File: config.mk
export PLATFORM = sky130hd
export DESIGN_NAME = mux4_rr_arbiter
export DESIGN_NICKNAME = d
export VERILOG_FILES = /design/src/rtl/mux4_rr_arbiter.sv
export SDC_FILE = /design/constraint.sdc
export NUM_CORES = 1
export LEC_CHECK = 0
export ABC_AREA = 1
export CAP_MARGIN = 20
export CORE_MARGIN = 3
export CORE_UTILIZATION = 33
export CTS_CLUSTER_SIZE = 40
export DETAILED_ROUTE_END_ITERATION = 8
export GPL_TIMING_DRIVEN = 0
export SLEW_MARGIN = 20
export SYNTH_ARGS = -nofsm -noshare
export SYNTH_HDL_FRONTEND = slang
export SYNTH_SLANG_ARGS = --single-unit
File: constraint.sdc
create_clock -name clk -period 4.5 [get_ports clk]
set_input_delay 0.9 -clock clk [delete_from_list [all_inputs] [get_ports clk]]
set_output_delay 0.9 -clock clk [all_outputs]
set_load 0.01 [all_outputs]
File: src/rtl/mux4_rr_arbiter.sv
// Round-robin arbiter for the shared 4:1 mux path.
// Registered one-hot grant, mux select and busy, with a hold limit.
module mux4_rr_arbiter #(
  parameter int unsigned MAX_HOLD = 8
) (
  input  logic       clk,
  input  logic       rst_n,
  input  logic [3:0] req,
  output logic [3:0] gnt,
  output logic [1:0] sel,
  output logic       busy
);

  typedef enum logic {
    IDLE,
    OWN
  } state_t;

  state_t     state_q, state_d;
  logic [1:0] owner_q, owner_d;
  logic [1:0] ptr_q, ptr_d;
  logic [7:0] cnt_q, cnt_d;
  logic [3:0] gnt_d;
  logic [1:0] sel_d;
  logic       busy_d;

  logic [3:0] own_oh;
  logic [3:0] others;
  logic [2:0] pick_all;
  logic [2:0] pick_oth;
  logic       expire;
  logic       take;
  logic [1:0] take_idx;

  // {found, index}: first requester after p, wrapping back to p last
  function automatic logic [2:0] rr_pick(
    input logic [3:0] r,
    input logic [1:0] p
  );
    logic [2:0] res;
    logic [1:0] idx;
    res = '0;
    for (int i = 1; i <= 4; i++) begin
      idx = p + 2'(i);
      if (!res[2] && r[idx]) res = {1'b1, idx};
    end
    return res;
  endfunction

  assign own_oh   = 4'b0001 << owner_q;
  assign others   = req & ~own_oh;
  assign pick_all = rr_pick(req, ptr_q);
  assign pick_oth = rr_pick(others, ptr_q);
  assign expire   = (cnt_q == 8'(MAX_HOLD - 1));

  always_comb begin
    state_d  = state_q;
    owner_d  = owner_q;
    ptr_d    = ptr_q;
    cnt_d    = cnt_q;
    gnt_d    = gnt;
    sel_d    = sel;
    busy_d   = busy;
    take     = 1'b0;
    take_idx = 2'd0;
    unique case (state_q)
      IDLE: begin
        if (pick_all[2]) begin
          take     = 1'b1;
          take_idx = pick_all[1:0];
        end else begin
          gnt_d  = 4'b0000;
          busy_d = 1'b0;
        end
      end
      OWN: begin
        unique case (1'b1)
          !req[owner_q]: begin
            if (pick_oth[2]) begin
              take     = 1'b1;
              take_idx = pick_oth[1:0];
            end else begin
              state_d = IDLE;
              gnt_d   = 4'b0000;
              busy_d  = 1'b0;
            end
          end
          req[owner_q] && expire: begin
            if (pick_oth[2]) begin
              take     = 1'b1;
              take_idx = pick_oth[1:0];
            end else begin
              cnt_d = 8'd0;
            end
          end
          default: cnt_d = cnt_q + 8'd1;
        endcase
      end
      default: state_d = IDLE;
    endcase
    if (take) begin
      state_d = OWN;
      owner_d = take_idx;
      ptr_d   = take_idx;
      cnt_d   = 8'd0;
      gnt_d   = 4'b0001 << take_idx;
      sel_d   = take_idx;
      busy_d  = 1'b1;
    end
  end

  // ptr resets to 3 so requester 0 is first in line
  always_ff @(posedge clk) begin
    if (!rst_n) begin
      state_q <= IDLE;
      owner_q <= 2'd0;
      ptr_q   <= 2'd3;
      cnt_q   <= 8'd0;
      gnt     <= 4'b0000;
      sel     <= 2'd0;
      busy    <= 1'b0;
    end else begin
      state_q <= state_d;
      owner_q <= owner_d;
      ptr_q   <= ptr_d;
      cnt_q   <= cnt_d;
      gnt     <= gnt_d;
      sel     <= sel_d;
      busy    <= busy_d;
    end
  end

endmodule

* Yosys cells after proc, flatten, opt, wreduce, memory -nomap -nowiden *
Index checks and enable logic that the tools add are counted.

word-level totals
  logic and storage cells = 94
  output and inout port bits = 7
  flip-flop bits (word level) = 18
  input port bits = 6

cells by class
  bitwise gates (word level) = 4
  shift operators = 2
  multiplexer cells = 51
  order comparisons = 5
  add/subtract/negate cells = 4
  reductions and logical operators = 17
  equal/unequal tests = 5

operators by type and width
  operator             count
  $mux 3               8
  $mux 1               19
  $bmux 1 s2           9
  $mux 4               4
  $pmux 8 s2           1
  $lt 2x3->1 const B   5
  $add 8x1->8 const B  1
  $eq 8x3->1 const B   1
  $mux 8               1
  $pmux 2 s2           2
  $pmux 4 s2           1
  $shl 1x2->4 const A  2
  $logic_and 1x1->1    7
  $logic_not 1->1      7
  $mux 2               3
  $ne 3x3->1 const B   2
  $pmux 1 s2           3
  $reduce_and 3->1     2
  $add 2x2->2 const B  2
  $and 4x4->4          1
  $not 4->4            1
  $ne 3x2->1 const B   1
  $add 2x1->2 const B  1
  $ne 2x2->1 const B   1
  2 further kinds      3

* Depth between registers and ports, before layout *
  depth after elaboration = 21
  depth in mapped cells = 14
  depth with buffers taken out = 13

* Worst setup path after synthesis *
OpenSTA, ideal clock, no wires.

  path type = input -> register
  start = input req[1]
  end = register cnt_q[3]
  library setup time = 72 ps
  path slack = 2,506 ps
  data arrival time = 1,921 ps
  stages on the path = 11
  required time = 4,428 ps
  path buffers = 1
  path through = nand2_1 -> inv_1 -> nand2_1 -> nand2_1 -> nor2_1 -> nand2_1 -> nand2_1 -> o21ai_2 -> or2_1 -> buf_6 -> nor3b_2

on the way
  longest elaborated chain between the ends = 18
  elaborated cells between the ends (all ways) = 50
  those cells by class = eq/ne (1); mux (32); bitwise (1); reduce/logical (16)

ends and longest elaborated chain
  element                           line    source
  start: declaration                8       input logic [3:0] req,
  $and 4x4->4                       51      assign others = req & ~own_oh;
  $bmux 1 s2                        45      if (!res[2] && r[idx]) res = {1'b1, idx};
  $mux 1 (implied by the code)      45
  $mux 3                            45
  $logic_not 1->1                   45
  $logic_and 1x1->1                 45
  $mux 3                            45
  $logic_not 1->1                   45
  [... 2 more ...]                  -
  $logic_not 1->1                   45
  $logic_and 1x1->1                 45
  $mux 3                            45
  $mux 1                            79, 89
  $mux 1                            77      unique case (1'b1)
  $pmux 1 s2                        77
  $pmux 1 s2                        66      unique case (state_q)
  $reduce_or 2->1 (no source line)  -
  end signal: assignment            126     cnt_q <= cnt_d;
  end: declaration                  22      logic [7:0] cnt_q, cnt_d;

Parallel ways exist; a longest one is shown, timed or not. The select of a mux whose other input is x is not followed.
A chain may end at the register's enable or synchronous reset.

* Final worst setup path *
Ends and elaborated chain as after synthesis.

==> summary.md <==
| Metric | Value |
|---|---|
| Instance area after placement | `between 1000 and 1500 sq um` |
| Die width | `between 60 and 70 microns` |
| Wirelength, routed | `just under 3000 microns` |
| XOR/XNOR Fraction of Synth Area | `3.448%` |
| Worst rel slew slack | `82.78%` |
| Vias in the first global route | `1165` |
| Worst R2R Path Depth | `11` |
| Avg Vias per Cell | `4.801` |
| Net switching fraction of the power | `46.13%` |
| Highest achievable clock rate | `about 400 MHz` |
| Worst EP arrival | `2.66 ns` |
| Clock Sinks | `18` |
| Number of hold violations in the final report | `0` |
| Number of violations reported at the end of detailed-routing iteration 0 | `70` |
| Ordered list of cells on the worst path | `clkdlybuf4s50_1 -> nand2_1 -> inv_1 -> nand2_1 -> nand2_1 -> nor2_1 -> nand2_1 -> nand2_1 -> o21ai_2 -> or2_1 -> buf_6 -> nor3b_2` |
| Proportion of power drawn by flip-flops and latches | `27.1%` |
| Total power divided by cell area | `541.1 nW/um^2` |
| Nets@finish | `229` |
| Final instance area | `1503 sq um` |
| Status | `complete, no violations` |
| Count of state elements after synthesis | `18` |
| Cell Count, Final, Fillers Out | `~270` |
| Iteration count of the initial detailed-routing pass | `4` |
| Met3 track demand over resource | `approximately 3.6%` |
| Most congested layer reported by global routing | `met2` |
| Area growth syn-to-layout | `18.33%` |
| Hold path depth | `2` |
| Syn_nets | `212` |
| Type of the most critical hold path | `reg -> reg` |
| Setup clock skew after layout | `0.002134 ns` |
| Full die area | `4629 sq um` |
| Initial Util | `36.07%` |
| Number of I/O pins | `13` |
| Beginning of the worst register-to-register path | `ptr_q[0]` |
| Final period demand of the worst path | `between 2 and 2.5 ns` |
| Via count | `about 1300` |
| Top cell type's share of synthesized area | `28.37%` |
| CP max stage delay | `0.51 ns` |
| Proportion of synthesized chip area in sequential cells | `between 20 and 30%` |
| Mean instance size in the synthesized netlist | `6.195 sq um` |
| Dpl hpwl | `2236 microns` |
| Endpoints failing setup | `0` |
| Internal power of the cells | `roughly 0.44 mW` |
| Number of different library cells in the post-synthesis netlist | `29` |
| Resized cells post-CTS | `0` |
| Worst min-delay path startpoint | `gnt[1]` |
| Clock transition at the registers of the reported paths | `0.07 ns` |
| Number of antenna violations at the first check in global routing | `0` |
| Setup repair after global routing missed its margin | `false` |
| Post-detailed-route DRC marker count | `0` |
| RD Place Congestion | `0.8304` |
| Met2 usage in global routing | `23.71%` |
| Share of the synthesized area in compound gates (AO/OA/AOI/OAI) | `12.12%` |
| CTS H-Tree Depth | `1` |
| CTS Buf Count | `3` |
| Kind of cell adding the most delay to the critical path | `simple AND/OR/NAND/NOR gates` |
| Clock share of power | `16.5%` |
| Highest net fanout along the worst path | `9` |
| Number of violations of the max-capacitance limit | `0` |
| TritonCTS clock tree | `built` |
| Warning count from the yosys run | `0` |
| Fraction of layout instances using a drive strength above 1 | `13.57%` |
| Endpoint of the worst hold-timing path | `gnt[1]` |
| Instance count of the mapped netlist | `~210` |
| CTS Hold Buffers Added | `0` |
| Main combinational cell family by area after synthesis | `simple AND/OR/NAND/NOR gates` |
| Startpoint-to-endpoint class of the critical path | `in -> reg` |
| R2R setup slack | `2.59 ns` |
| Cell Count Post-Placement | `263` |
| Routed Antenna Nets | `0` |
| Maximum clock insertion buffer count | `2` |
| Most frequent standard cell in the layout excluding fill and tap cells | `nand2_1` |
| WHS | `0.4656 ns` |
| Reg-to-Reg End | `gnt[2]` |
| Grt ovf | `0` |
| Critical path startpoint category | `primary input` |
| Number of setup buffers added after CTS | `0` |
| Simple-gate share of the synthesized area | `between 40 and 50%` |
| Largest cells by area after synthesis | `dfxtp_1, nand2_1, nand3_1, a21oi_1, nor2_1` |
| CP endpoint kind | `register` |
| Adder-cell share of the synthesized area | `0.9852%` |
| Library cell contributing the largest single delay on the critical path | `clkdlybuf4s50_1` |
| Worst Tran Pin Value | `0.2580 ns` |
| Met1 layer usage reported by global route | `19.27%` |
| Die H | `slightly below 70 microns` |
| Pin count of the biggest net entering global routing | `11` |
| Total power | `0.8131 mW` |
| Mapped Area | `1270 sq um` |
| Highest ir drop seen on vdd | `between 0.2 and 0.25 mV` |
| Most frequent cells in the layout | `nand2_1, nand3_1, dfxtp_1` |
| Number of port buffers | `12` |
| Final number of max-transition violations | `0` |
| Combinational power share | `a little under three fifths` |
| Sw Pwr | `roughly 0.38 mW` |
| Cell type contributing the most total cell area after synthesis | `dfxtp_1` |
| Total Negative Setup Slacks | `0 ns` |
| Mux cell area share after synthesis | `0%` |
| Worst-skew pair later-pin latency | `roughly 0.26 ns` |
| Share of the clock period used by the worst path | `54.85%` |
| Cell Rows | `21` |
| Leakage | `between 0.7 and 0.8 nW` |
| Number of diodes added for antenna fixing | `0` |
| CORE AREA | `3521 sq um` |
| Avg WL per Cell | `11.00 microns` |
| Buffers and inverters on the worst path | `3` |
| Wire length of the first global-routing pass | `5147 microns` |
| Required time at the endpoint of the critical path | `4.69 ns` |
| Total Routing Usage GR | `14.41%` |
| Dominant cell type by count on the critical path | `nand2_1` |
| Root Driver | `clkbuf_8` |
[cells in the mapped netlist, drive strengths merged]
library cell and n:
nor3 1, a31oi 1, xnor2 1, or2 5, nand2 78, inv 21
a32oi 1, buf 5, nand3 21, o21a 2, xor2 4, o211ai 2
nor2 19, o21ai 6, nand4 4, nor3b 1, ha 1, o22ai 1
dfxtp 18, a21oi 13
[kinds of logic after synthesis]
group,after synthesis
AND/OR/NAND/NOR,129
XOR/XNOR,5
buffers and inverters,26
AO/OA/AOI/OAI,26
adder cells (fa/ha/maj),1
flip-flops,18
[how the worst max path moves through the flow]
stage,startpoint,to,slack [ns],cells past startpoint
final,req[1],cnt_q[3],2.03,12
after global routing,req[2],gnt[2],1.85,12
after CTS,req[1],cnt_q[3],2.04,12
after detailed placement,req[1],cnt_q[3],1.77,12
after global placement,req[1],cnt_q[3],1.77,12
after floorplan,req[1],cnt_q[3],2.51,11
[metrics by stage]
step	setup slack [ns]	utilization, %
3_5_place_dp	1.773	41.12
3_3_place_gp	1.771	41.12
5_1_grt	1.849	42.68
6_report	2.032	42.68
2_1_floorplan	2.506	-
4_1_cts	2.035	42.68
[worst register-to-register path: stages, from the launching register on]
cell and delay [ns]:
dfxtp_1 0.42, buf_2 0.26, nand3_1 0.12, nand2_1 0.16, nor2_1 0.07, nand2_1 0.09
nand2_1 0.10, inv_1 0.07, nand3_1 0.11, nand2_1 0.17, nor2_1 0.06, o21a_1 0.17
[layer usage]
metal,up-vias,wire length (microns)
li1,689,-
met2,25,1336
met4,0,27
met1,564,1428
met3,4,145
met5,-,0
[state kept, by name, indices dropped and copies added (netlist names)]
| name | flops |
|---|---|
| state_q | 1 |
| busy | 1 |
| cnt_q | 8 |
| ptr_q | 2 |
| owner_q | 2 |
| gnt | 4 |
[final cells by class]
type	instances	area [sq um]
Timing Repair Buffer	12	120.1
Sequential cell	18	360.3
Fill cell	391	2018
Tap cell	46	57.56
Inverter	21	78.83
Multi-Input combinational cell	161	793.3
Clock buffer	4	55.05
Buffer	5	37.54
[power groups by stage]
stage	Sequential, mW	Clock (mW)	Combinational (mW)
3_3_place_gp	0.224	0	0.459
3_5_place_dp	0.224	0	0.458
6_report	0.220	0.134	0.459
5_1_grt	0.223	0.147	0.525
2_1_floorplan	0.225	0	0.332
4_1_cts	0.220	0.137	0.459
(Power assumes the default switching activity.)
